===== src/rtl/pll_reset_sequencer.sv =====
// rtl/pll_reset_sequencer.sv - supervised PLL reset / lock qualification / SoC reset release sequencer
//
// Purpose:
//   Holds the PLL in reset for a power-up period, waits for lock with a
//   timeout and bounded retries, qualifies lock stability, then releases
//   the SoC reset. Re-sequences on loss of lock or on a software request.
//
// Ports:
//   EXT_CLK_50MHz  in   sole clock (50 MHz board clock)
//   BTN_RESET_n    in   asynchronous active-low push-button reset
//   pll_locked     in   PLL lock, asynchronous to EXT_CLK_50MHz
//   sw_reset_req   in   SoC-only reset request while running (EXT_CLK domain)
//   pll_areset     out  active-high PLL reset
//   soc_reset_n    out  active-low SoC reset
//   seq_state      out  current sequencer state (debug / LEDs)
//   fault          out  sticky: lock retries exhausted
//   lock_lost      out  sticky: lock dropped while running

module pll_reset_sequencer #(
  parameter int POR_CYCLES          = 127,
  parameter int LOCK_TIMEOUT_CYCLES = 50000,
  parameter int LOCK_STABLE_CYCLES  = 1024,
  parameter int RST_RELEASE_CYCLES  = 16,
  parameter int MAX_RETRIES         = 3
) (
  input  logic       EXT_CLK_50MHz,
  input  logic       BTN_RESET_n,
  input  logic       pll_locked,
  input  logic       sw_reset_req,
  output logic       pll_areset,
  output logic       soc_reset_n,
  output logic [2:0] seq_state,
  output logic       fault,
  output logic       lock_lost
);

  localparam int MAX_AB  = (POR_CYCLES > LOCK_TIMEOUT_CYCLES) ? POR_CYCLES : LOCK_TIMEOUT_CYCLES;
  localparam int MAX_CD  = (LOCK_STABLE_CYCLES > RST_RELEASE_CYCLES) ? LOCK_STABLE_CYCLES
                                                                     : RST_RELEASE_CYCLES;
  localparam int MAX_CYC = (MAX_AB > MAX_CD) ? MAX_AB : MAX_CD;
  localparam int CNT_W   = (MAX_CYC > 1) ? $clog2(MAX_CYC) : 1;
  localparam int RETRY_W = $clog2(MAX_RETRIES + 1);

  localparam logic [CNT_W-1:0]   POR_LAST   = CNT_W'(POR_CYCLES - 1);
  localparam logic [CNT_W-1:0]   TO_LAST    = CNT_W'(LOCK_TIMEOUT_CYCLES - 1);
  localparam logic [CNT_W-1:0]   STB_LAST   = CNT_W'(LOCK_STABLE_CYCLES - 1);
  localparam logic [CNT_W-1:0]   REL_LAST   = CNT_W'(RST_RELEASE_CYCLES - 1);
  localparam logic [RETRY_W-1:0] RETRY_LAST = RETRY_W'(MAX_RETRIES - 1);

  typedef enum logic [2:0] {
    S_POR_HOLD  = 3'd0,
    S_WAIT_LOCK = 3'd1,
    S_STABLE    = 3'd2,
    S_RELEASE   = 3'd3,
    S_RUN       = 3'd4,
    S_FAULT     = 3'd5
  } state_t;

  state_t             state;
  logic [CNT_W-1:0]   cnt;
  logic [RETRY_W-1:0] retry_cnt;
  logic               lock_meta;
  logic               locked_s;

  assign seq_state = state;

  // Two-flop synchroniser: the FSM only ever looks at locked_s.
  always_ff @(posedge EXT_CLK_50MHz or negedge BTN_RESET_n) begin
    if (!BTN_RESET_n) begin
      lock_meta <= 1'b0;
      locked_s  <= 1'b0;
    end else begin
      lock_meta <= pll_locked;
      locked_s  <= lock_meta;
    end
  end

  // Outputs are assigned on the same edge as the state change so they are
  // plain flops that always agree with seq_state.
  always_ff @(posedge EXT_CLK_50MHz or negedge BTN_RESET_n) begin
    if (!BTN_RESET_n) begin
      state       <= S_POR_HOLD;
      cnt         <= '0;
      retry_cnt   <= '0;
      pll_areset  <= 1'b1;
      soc_reset_n <= 1'b0;
      fault       <= 1'b0;
      lock_lost   <= 1'b0;
    end else begin
      cnt <= cnt + 1'b1;
      case (state)
        S_POR_HOLD: begin
          if (cnt == POR_LAST) begin
            state      <= S_WAIT_LOCK;
            cnt        <= '0;
            pll_areset <= 1'b0;
          end
        end
        S_WAIT_LOCK: begin
          if (locked_s) begin
            state <= S_STABLE;
            cnt   <= '0;
          end else if (cnt == TO_LAST) begin
            cnt        <= '0;
            retry_cnt  <= retry_cnt + 1'b1;
            pll_areset <= 1'b1;
            if (retry_cnt == RETRY_LAST) begin
              state <= S_FAULT;
              fault <= 1'b1;
            end else begin
              state <= S_POR_HOLD;
            end
          end
        end
        S_STABLE: begin
          // A dropout restarts qualification but is not a timeout, so no retry.
          if (!locked_s) begin
            state <= S_WAIT_LOCK;
            cnt   <= '0;
          end else if (cnt == STB_LAST) begin
            state <= S_RELEASE;
            cnt   <= '0;
          end
        end
        S_RELEASE: begin
          if (!locked_s) begin
            state      <= S_POR_HOLD;
            cnt        <= '0;
            pll_areset <= 1'b1;
          end else if (cnt == REL_LAST) begin
            cnt <= '0;
            // A still-asserted request restarts the hold instead of giving
            // the SoC a one-cycle release pulse.
            if (!sw_reset_req) begin
              state       <= S_RUN;
              soc_reset_n <= 1'b1;
              retry_cnt   <= '0;
            end
          end
        end
        S_RUN: begin
          cnt <= '0;
          // Lock loss takes priority over a simultaneous software request.
          if (!locked_s) begin
            state       <= S_POR_HOLD;
            pll_areset  <= 1'b1;
            soc_reset_n <= 1'b0;
            lock_lost   <= 1'b1;
          end else if (sw_reset_req) begin
            state       <= S_RELEASE;
            soc_reset_n <= 1'b0;
          end
        end
        S_FAULT: begin
          cnt         <= '0;
          pll_areset  <= 1'b1;
          soc_reset_n <= 1'b0;
          fault       <= 1'b1;
        end
        default: begin
          state       <= S_POR_HOLD;
          cnt         <= '0;
          pll_areset  <= 1'b1;
          soc_reset_n <= 1'b0;
        end
      endcase
    end
  end

endmodule


===== config.mk =====
export PLATFORM = sky130hd
export DESIGN_NAME = pll_reset_sequencer
export DESIGN_NICKNAME = d
export VERILOG_FILES = /design/src/rtl/pll_reset_sequencer.sv
export SDC_FILE = /design/constraint.sdc
export NUM_CORES = 1
export LEC_CHECK = 0
export ABC_CLOCK_PERIOD_IN_PS = 2800
export CORE_ASPECT_RATIO = 0.5
export CORE_MARGIN = 2
export CORE_UTILIZATION = 57
export DETAILED_ROUTE_END_ITERATION = 6
export MAX_ROUTING_LAYER = met4
export PLACE_DENSITY = 0.77
export SLEW_MARGIN = 10
export SYNTH_ARGS = -nofsm -noshare
export SYNTH_HDL_FRONTEND = slang
export SYNTH_SLANG_ARGS = --single-unit

===== constraint.sdc =====
create_clock -name EXT_CLK_50MHz -period 2.8 [get_ports EXT_CLK_50MHz]
set_clock_uncertainty 0.05 [all_clocks]
set_input_delay 0.56 -clock EXT_CLK_50MHz [delete_from_list [all_inputs] [get_ports EXT_CLK_50MHz]]
set_output_delay 0.56 -clock EXT_CLK_50MHz [all_outputs]
set_load 0.01 [all_outputs]

== Word level (Yosys, flattened, before mapping) ==
Index checks and enable logic that the tools add are counted.

* Register bits: 27
* Latch bits: 0
* Bits in writable memories: 0
* ROM bits: 0
* Input bits: 4
* Output and inout port bits: 7
* Memories kept: 0

* Add/sub/neg operators: 2
* $mul: 0
* Divide/modulo/power cells: 0
* Magnitude comparators: 0
* Eq/ne operators: 23
* Shifts and indexed selects: 0
* Multiplexer cells: 41
* Bitwise logic cells: 4
* Reductions and logical operators: 11

{| class="wikitable"
|+ Operators with widths
! cell !! number
|-
| $mux 16 || 7
|-
| $pmux 16 s4 || 1
|-
| $mux 3 || 11
|-
| $pmux 3 s6 || 1
|-
| $add 16x1->16 const B || 1
|-
| $eq 16x10->1 const B || 1
|-
| $eq 16x16->1 const B || 1
|-
| $eq 16x4->1 const B || 1
|-
| $eq 16x7->1 const B || 1
|-
| $ne 2x2->1 const B || 8
|-
| $ne 3x3->1 const B || 5
|-
| $mux 1 || 12
|-
| $mux 2 || 5
|-
| $reduce_and 5->1 || 2
|-
| $reduce_and 7->1 || 1
|-
| $eq 3x2->1 const B || 2
|-
| $eq 3x3->1 const B || 2
|-
| $reduce_and 6->1 || 1
|-
| $not 1->1 || 4
|-
| $pmux 1 s4 || 1
|-
| $pmux 2 s2 || 1
|-
| $reduce_and 4->1 || 1
|-
| $reduce_bool 2->1 || 2
|-
| $eq 3x1->1 const B || 1
|-
| 8 further kinds || 8
|}

== Logic depth before layout (Yosys ltp) ==
* Word-level depth: 5
* Depth in mapped cells: 7
* Gate-level depth less buffers: 7

== Worst setup path before layout ==
Ideal clock, no wire load.

* Path kind: reg2reg
* From: register cnt[11]
* To: register state[0], in the netlist seq_state[0]
* Library setup time: 0.125 ns
* Arrival time: 2.194 ns
* Setup slack: 0.432 ns
* Stages on the path, launching flop included: 6
* Path buffers: 0
* Clock period less this slack: 2.368 ns
* Cell sequence: dfrtp_1 > or4_4 > or4_4 > o21ai_2 > or4b_4 > mux2i_1

* Word-level cells in the longest chain between the ends: 3
* Elaborated cells on any way between the ends: 9
* Classes of those cells: eq/ne: 8; reduce/logical: 1

{| class="wikitable"
|+ RTL lines
! element !! RTL line !! source
|-
| from (decl) || 60 || <nowiki>logic [CNT_W-1:0] cnt;</nowiki>
|-
| from (signal assigned) || 90 || <nowiki>cnt <= cnt + 1'b1;</nowiki>
|-
| $eq 16x4->1, or another cell as far along || 130 || <nowiki>end else if (cnt == REL_LAST) begin</nowiki>
|-
| $ne 3x3->1 (no line) or $ne 2x2->1 (tied branches) || - ||
|-
| $reduce_and 7->1 (no line) (*) || - ||
|-
| to (signal assigned) || 127 || <nowiki>state <= S_POR_HOLD;</nowiki>
|-
| to (signal assigned) || 135 || <nowiki>state <= S_RUN;</nowiki>
|-
| to (signal assigned) || 145 || <nowiki>state <= S_POR_HOLD;</nowiki>
|-
| to (decl) || 59 || <nowiki>state_t state;</nowiki>
|}

Every way passes the cells marked *; elsewhere a longest branch is shown, timed or not.
A chain may end at the register's enable or synchronous reset.

== Final worst setup path ==
Same ends and word-level chain as after synthesis.

==> metrics.txt <==
Fillers 197; clk buf depth 2; share of layout cells above drive strength 1 8.99%; R2R Setup Slk 0.31 ns; status completed; CTS hold repair buffers 0; WL/cell 14.4 um; Worst Hold Depth 0; sequential power share 43.5%; pwr/cell area 703 nW/um^2; Syn Inst Count 168; vias per cell 5.69; Synth top area share 42.0%; ANT cells 0; reg-to-reg critical path endpoint seq_state[0]; peak supply drop 0.000290 V; hold path start lock_meta; via count 1223; Syn Std Cell Area 1550 um^2; setup bufs post-CTS 0; Port Buffer Count 10; first-pass GRT wire length 5260 um; Critical Path RT 2.91 ns; area of the multi-input gates 821 um^2; Main synth FF type dfrtp_1; Top Ports 11; area leader, netlist dfrtp_1; Slew @ Worst Pin 0.609 ns; TNS Setup 0 ns; Core ar. 2590 um^2; overall routed net length 3100 um; Initial Util 59.9%; synthesized area per cell 9.23 um^2; total die area 3180 um^2; switching power 0.450 mW; worst hold path class reg2reg; Syn Nets 176; Max Fclk 402 MHz; Final setup violation count 0; gpl congestion 0.857; gr ovfl total 0; first-pass detailed-route iteration total 4; total CTS buffers 3; internal power 0.767 mW; Sw Share 36.9%; Post-DP HPWL 2150 um; worst-case reg-to-reg path depth 5; Area growth syn-to-layout 11.7%; Max H-tree Level 1; die span in y 40.9 um; clock share of power 18.4%; RSZ-0062 raised after global routing no; Resized cells post-CTS 0; Hold Fails Final Rpt 0; maximum fanout along the worst path 5; EDFF count, synth 0; max cap viols 0; top cells by area, synth dfrtp_1 (42%), nor2_1 (6.3%), xor2_1 (4.5%), xnor2_1 (4.0%), ha_1 (3.2%); Core Rows 13; width of the die 77.8 um; Synth cell types 42; Antenna Nets Post-Route 0; setup ws final 0.313 ns; min Tclk post-route 2.49 ns; Period Utilization, post-route 88.8%; register area share after synthesis 43.7%; largest net degree at the start of global routing 28; WHS Endpoint locked_s; Arrival @ worst endpoint 2.60 ns; Reg area 677 um^2; clock sink count 27; Comb power frac 38.1%; Synth top cells by count dfrtp_1 (26), nor2_1 (26), nand2_1 (10); synth warn 0; # nets final 187; clock slew at reported path FFs 0.09 ns; Root Buffer clkbuf_8; 1st-iter DRT viols 88; Slew Limit Headroom 59.0%; total track usage 22.7%; crit path capture type flip-flop; vias in the first global route 1111; Place WS 0.337 ns; clk_lat worst skew 0.27 ns; Largest Register cnt; CTS tree built; Slew Limit Fails 0; FF-to-FF Start cnt[11]; Seq cells post-synth 27; ys async rst share 100%; post-route DRC violation count 0; max reg flops 16; WS Path Type reg2reg; crit path launch type flip-flop; Leak Pwr 0.742 nW; initial antenna violation count 0
-- logic make-up (layout without fill, tap and decap cells) --
| group | count (synthesis) | after routing | share of synthesized area [%] |
|---|---|---|---|
| flip-flops | 27 | 27 | 43.7 |
| AO/OA/AOI/OAI | 24 | 24 | 9.77 |
| multiplexers | 3 | 3 | 1.94 |
| buffers and inverters | 13 | 23 | 3.39 |
| XOR/XNOR | 15 | 15 | 8.47 |
| AND/OR/NAND/NOR | 82 | 82 | 29.5 |
| adder cells (fa/ha/maj) | 4 | 4 | 3.23 |
-- layout by cell type (no fill, tap or decap), types with 3 or more instances in the layout --
cell type and count:
inv_1 7, nand2_1 10, xnor2_1 7, mux2i_1 3
nand4_1 8, clkdlybuf4s50_1 10, or3_1 3, xor2_1 8
nor2_1 26, o21ai_0 7, dfrtp_1 26, a21oi_1 4
ha_1 4, and3_1 3, nand3_1 6, and2_1 3
nor4_1 3, nor2b_1 4, a21o_1 3, clkbuf_8 3
-- worst max path at each step --
stage               startpoint           end
floorplan              cnt[11]  seq_state[0]
global placement       cnt[11]  seq_state[0]
detailed placement     cnt[11]  seq_state[0]
CTS                    cnt[11]  seq_state[0]
global route            cnt[0]  seq_state[0]
finish                 cnt[11]  seq_state[0]
-- per-layer routing --
| layer | up-vias | global-route usage [%] | routed length [um] |
|---|---|---|---|
| met4 | 0 | 4.46 | 23 |
| met5 | - | - | 0 |
| li1 | 605 | - | - |
| met3 | 4 | 5.51 | 132 |
| met2 | 24 | 37.9 | 1380 |
| met1 | 590 | 29.4 | 1560 |
-- final cells by class --
cell class / instances / share of cell area (%)
multi-input cells: 128 / 47.4
flip-flops and latches: 27 / 39.1
repair buffers: 12 / 6.65
well taps: 37 / 2.67
clock buffers: 3 / 2.38
inverters: 7 / 1.52
clock inverters: 1 / 0.289
-- through the flow --
stage / cells / area, um^2 / hold slack (ns) / utilization, % / power (mW)
global route: 215 / 1730 / 0.317 / 67.0 / 1.30
detailed placement: 211 / 1690 / 0.290 / 65.2 / 0.995
global placement: 211 / 1690 / 0.283 / 65.2 / 0.989
CTS: 215 / 1730 / 0.311 / 67.0 / 1.23
finish: 215 / 1730 / 0.309 / 67.0 / 1.22
floorplan: 168 / 1550 / 0.214 / - / 0.846
-- worst max-delay path: stages (launching register included) --
cell and delay, ns:
dfrtp_1 0.42, or4_4 0.59, or4_4 0.57, o21ai_2 0.13, or4b_4 0.48, mux2i_1 0.14
-- power by group through the flow --
stage	clock, mW	sequential, mW	combinational, mW
final	0.224	0.530	0.463
after detailed placement	0	0.536	0.459
after global placement	0	0.535	0.454
after global routing	0.246	0.541	0.517
after CTS	0.232	0.528	0.466
after floorplan	0	0.500	0.345
Power figures use the tool's default switching activity.
==> RTL change 1: new RTL, config.mk and constraints unchanged <==
The parameter `RST_RELEASE_CYCLES` goes from 16 to 32.
--- a/src/rtl/pll_reset_sequencer.sv
+++ b/src/rtl/pll_reset_sequencer.sv
@@ -20,7 +20,7 @@
   parameter int POR_CYCLES          = 127,
   parameter int LOCK_TIMEOUT_CYCLES = 50000,
   parameter int LOCK_STABLE_CYCLES  = 1024,
-  parameter int RST_RELEASE_CYCLES  = 16,
+  parameter int RST_RELEASE_CYCLES  = 32,
   parameter int MAX_RETRIES         = 3
 ) (
   input  logic       EXT_CLK_50MHz,
Behaviour: same outputs for any inputs over 10 cycles, from zero or initial values and one cycle with BTN_RESET_n low; that may be too few to reach the edited logic, so the function may still have changed.
==> RTL change 1 against the unedited design <==
  * Sequential cell count is the same
  * Worst hold slack worse by 0.71 ps
  * Cell count decreased by 5.1%
  * Combinational power grew 46%
  * Power grew 22%
  * Synthesized area down 3.2%
  * Clock power down 3%
  * Non-clock buffer count up 4
  * Setup slack better by 130 ps
  * Design area down 2.2%
  * Routed wire length fell by 4.4%
  * Synthesized cell count fell by 9.5%
  * Sequential power grew 11%
  * Critical path type unchanged
  * Critical endpoint unchanged
==> RTL change 1: results <==
{
  "post_synth_main_area_contributors": "sky130_fd_sc_hd__dfrtp_1 (43%), sky130_fd_sc_hd__nor2_1 (6.3%), sky130_fd_sc_hd__xor2_1 (5.8%)",
  "grt_first_pass_wirelength_mm": 5.078,
  "synth_xor_area_share_pct": 8.757,
  "muxShareOfSynthArea_pct": 2.919,
  "dp.cells": 200,
  "post_synthesis_compound_gate_area_fraction_pct": 11.51,
  "grt_util_all_layers_pct": 22.52,
  "antenna_violations_before_repair": 0,
  "dr.first_iter.drc_count": 102,
  "netlist-cell-type-count": 44,
  "insertion_delay_ps": 270,
  "layout.filler_cells": 206,
  "crit_fanout": 9,
  "routed_wire_length_per_instance_um": 14.51,
  "post_synth_fa_ha_maj_area_fraction_pct": 3.336,
  "synth.yosys.seq_area_share_pct": 45.12,
  "worst_ir_drop_vdd_mv": 0.3427,
  "synthesis.nets": 160,
  "detailedPlace.worstSlack_ps": 481.3,
  "finalWirelength_mm": 2.961,
  "detailedPlacementHpwl_mm": 2.173,
  "worst_ep_arrival_time_ps": 2520,
  "drtPass1Iterations": 5,
  "place_area_um2": 1649,
  "postLayoutCoreUtil_pct": 66.34,
  "drive_gt1_share_pct": 13.77,
  "post_synth_inst_count": 152,
  "num-nets-final": 176,
  "status": "complete, no violations",
  "maximum_number_of_pins_on_one_net_before_global_route_repair": 18,
  "slew_headroom_pct": 66.67,
  "ys_top_cells_by_count": "sky130_fd_sc_hd__dfrtp_1 (26), sky130_fd_sc_hd__nor2_1 (25), sky130_fd_sc_hd__xor2_1 (10)",
  "internal-power_mw": 0.9086,
  "final.hold.worst_slack_ps": 308.4,
  "globalplace.congestion": 1.008
}
[RTL change 1: cell types whose count changed after synthesis, sizes merged, moves of 3 or more]
cell,delta
nor2b,-4
or3,-3
nand3,+3
a31oi,+3
mux2,+3
nand4,-4
o21ai,-5
[RTL change 1: area by class of cell]
cell class,count,share of cell area [%]
sequential,27,39.96
clock buffer,4,2.659
tap,37,2.733
multi-input combinational,113,44.53
inverter,7,1.551
timing repair buffer,16,8.567
[RTL change 1: per-layer routing]
metal / vias up / routed length [µm] / track usage, % / share of wire, %
li1: 563 / - / - / -
met3: 4 / 174 / 6.306 / 5.9
met4: 0 / 38 / 8.636 / 1.3
met5: - / 0 / - / 0
met2: 44 / 1332 / 34.51 / 45
met1: 570 / 1416 / 29.25 / 48
[RTL change 1: power by group through the flow]
stage                     combinational (mW)  sequential (mW)  clock, mW
after floorplan                        0.519            0.566          0
after global placement                 0.662            0.589          0
after detailed placement               0.675            0.594          0
after CTS                              0.676            0.585      0.228
after global routing                   0.753            0.602      0.239
final                                  0.677            0.588      0.218
[RTL change 1: worst max-delay path: stages, from the launching register on]
cell and delay (ps):
sky130_fd_sc_hd__dfrtp_1 410, sky130_fd_sc_hd__or4_4 570, sky130_fd_sc_hd__nor4_4 240, sky130_fd_sc_hd__nand4b_1 190, sky130_fd_sc_hd__a31oi_2 330, sky130_fd_sc_hd__and2_1 200, sky130_fd_sc_hd__buf_4 170, sky130_fd_sc_hd__a221o_1 150
[RTL change 1: path summary, 6_finish.rpt]
kind | cells past startpoint | slack, ps | endpoint
min in group asynchronous | 1 | 560 | cnt[3]
max in group asynchronous | 2 | 1540 | locked_s
min | 0 | 310 | locked_s
max reg2reg | 7 | 440 | seq_state[0]
max | 7 | 440 | seq_state[0]
min reg2reg | 0 | 310 | locked_s
==> RTL change 2: new RTL, same settings <==
Made on the original files. Register the input `pll_locked` before use. The logic sees it one clock later.
--- a/src/rtl/pll_reset_sequencer.sv
+++ b/src/rtl/pll_reset_sequencer.sv
@@ -56,6 +56,12 @@
     S_FAULT     = 3'd5
   } state_t;
 
+  logic pll_locked_q;
+
+  always_ff @(posedge EXT_CLK_50MHz) begin
+    pll_locked_q <= pll_locked;
+  end
+
   state_t             state;
   logic [CNT_W-1:0]   cnt;
   logic [RETRY_W-1:0] retry_cnt;
@@ -70,7 +76,7 @@
       lock_meta <= 1'b0;
       locked_s  <= 1'b0;
     end else begin
-      lock_meta <= pll_locked;
+      lock_meta <= pll_locked_q;
       locked_s  <= lock_meta;
     end
   end
Check against the original RTL: same outputs for any inputs over 10 cycles, from zero or initial values and one cycle with BTN_RESET_n low; that may be too few to reach the edited logic, so the function may still have changed.
==> RTL change 2 against the unedited design <==
  * Sequential cell count is 1 higher
  * Worst hold slack worse by 29 ps
  * Design area is 1.7% higher
  * Power is 3.9% higher
  * Die area is 1.2% higher
  * Global-route usage is 1.7 points lower
  * Critical path depth stayed put
  * Synthesized area is 1.3% higher
  * Utilization is 0.69 points higher
  * Synthesized cell count is 0.60% higher
  * Routed wire length is 1.8% lower
  * Critical endpoint unchanged
  * Cell count is 0.47% higher
  * Setup slack better by 11 ps
==> RTL change 2: results <==
{
  "worst-r2r-setup-slack_ps": 320,
  "post_synth_main_area_contributors": "sky130_fd_sc_hd__dfrtp_1 (41%), sky130_fd_sc_hd__nor2_1 (6.2%), sky130_fd_sc_hd__xor2_1 (4.5%)",
  "dr.first_iter.drc_count": 58,
  "per_cell_via_count_in_the_routed_design": 5.741,
  "synth.yosys.seq_area_share_pct": 44.38,
  "worst_ir_drop_vdd_mv": 0.3425,
  "detailedPlace.worstSlack_ps": 338.8,
  "met2_wirelength_from_detailed_routing_mm": 1.362,
  "leakage_nw": 0.7534,
  "grt_use_met2_pct": 34.48,
  "route.met3.wl_um": 184,
  "drt-met1-wl_mm": 1.489,
  "drive_gt1_share_pct": 8.939,
  "transition_at_the_pin_with_the_smallest_max_transition_slack_ps": 544.9,
  "netlist-cell-type-count": 43,
  "synth-async-reset-ratio_pct": 96.43,
  "grt_first_pass_wirelength_mm": 4.830,
  "num-nets-final": 188,
  "detailedPlacementHpwl_mm": 2.129,
  "layout.filler_cells": 202,
  "power_switching_mw": 0.4558,
  "status": "complete, no violations",
  "ys_top_cells_by_count": "sky130_fd_sc_hd__dfrtp_1 (26), sky130_fd_sc_hd__nor2_1 (26), sky130_fd_sc_hd__nand2_1 (10)",
  "first_global_vias": 1038,
  "grt_util_met1_pct": 26.78,
  "grt_util_all_layers_pct": 21.07,
  "synthesis.nets": 177
}
-- RTL change 2: cell types whose count changed in the layout (fill, tap and decap cells not counted), sizes merged --
cell,before,now
clkinv,1,0
clkbuf,3,4
dfxtp,0,1
-- RTL change 2: power groups by stage --
stage / Sequential (mW) / Clock (mW) / Combinational [mW]
2_1_floorplan: 0.516 / 0 / 0.345
3_3_place_gp: 0.549 / 0 / 0.456
3_5_place_dp: 0.552 / 0 / 0.462
4_1_cts: 0.544 / 0.263 / 0.464
5_1_grt: 0.557 / 0.280 / 0.501
6_report: 0.545 / 0.255 / 0.464
-- RTL change 2: stage by stage --
step / cell area (µm²) / total power, mW / instances
floorplan: 1570 / 0.8612 / 169
global placement: 1705 / 1.005 / 212
detailed placement: 1705 / 1.013 / 212
CTS: 1760 / 1.271 / 216
global route: 1760 / 1.339 / 216
finish: 1760 / 1.264 / 216
-- RTL change 2: kinds of logic after synthesis --
logic type	count (synthesis)	share of synthesized area, %
and+or+nand+nor	82	29.16
DFF	28	44.38
AOI/OAI and AO/OA	24	9.642
xor gates and xnor gates	15	8.367
buffers and inverters	13	3.347
adders and majority gates	4	3.187
muxes	3	1.912
-- RTL change 2: final cells by class --
| cell class | instances | area share [%] |
|---|---|---|
| timing repair buffer | 12 | 6.539 |
| clock buffer | 4 | 3.127 |
| sequential | 28 | 39.59 |
| multi-input combinational | 128 | 46.62 |
| tap | 37 | 2.630 |
| inverter | 7 | 1.493 |
-- RTL change 2: how the worst min path moves through the flow --
stage	startpoint	endpoint	slack [ps]	cells past startpoint
floorplan	BTN_RESET_n	cnt[0]	210	0
global route	pll_locked_q	lock_meta	290	0
CTS	pll_locked_q	lock_meta	280	0
detailed placement	pll_locked_q	lock_meta	270	0
global placement	pll_locked_q	lock_meta	270	0
finish	pll_locked_q	lock_meta	280	0
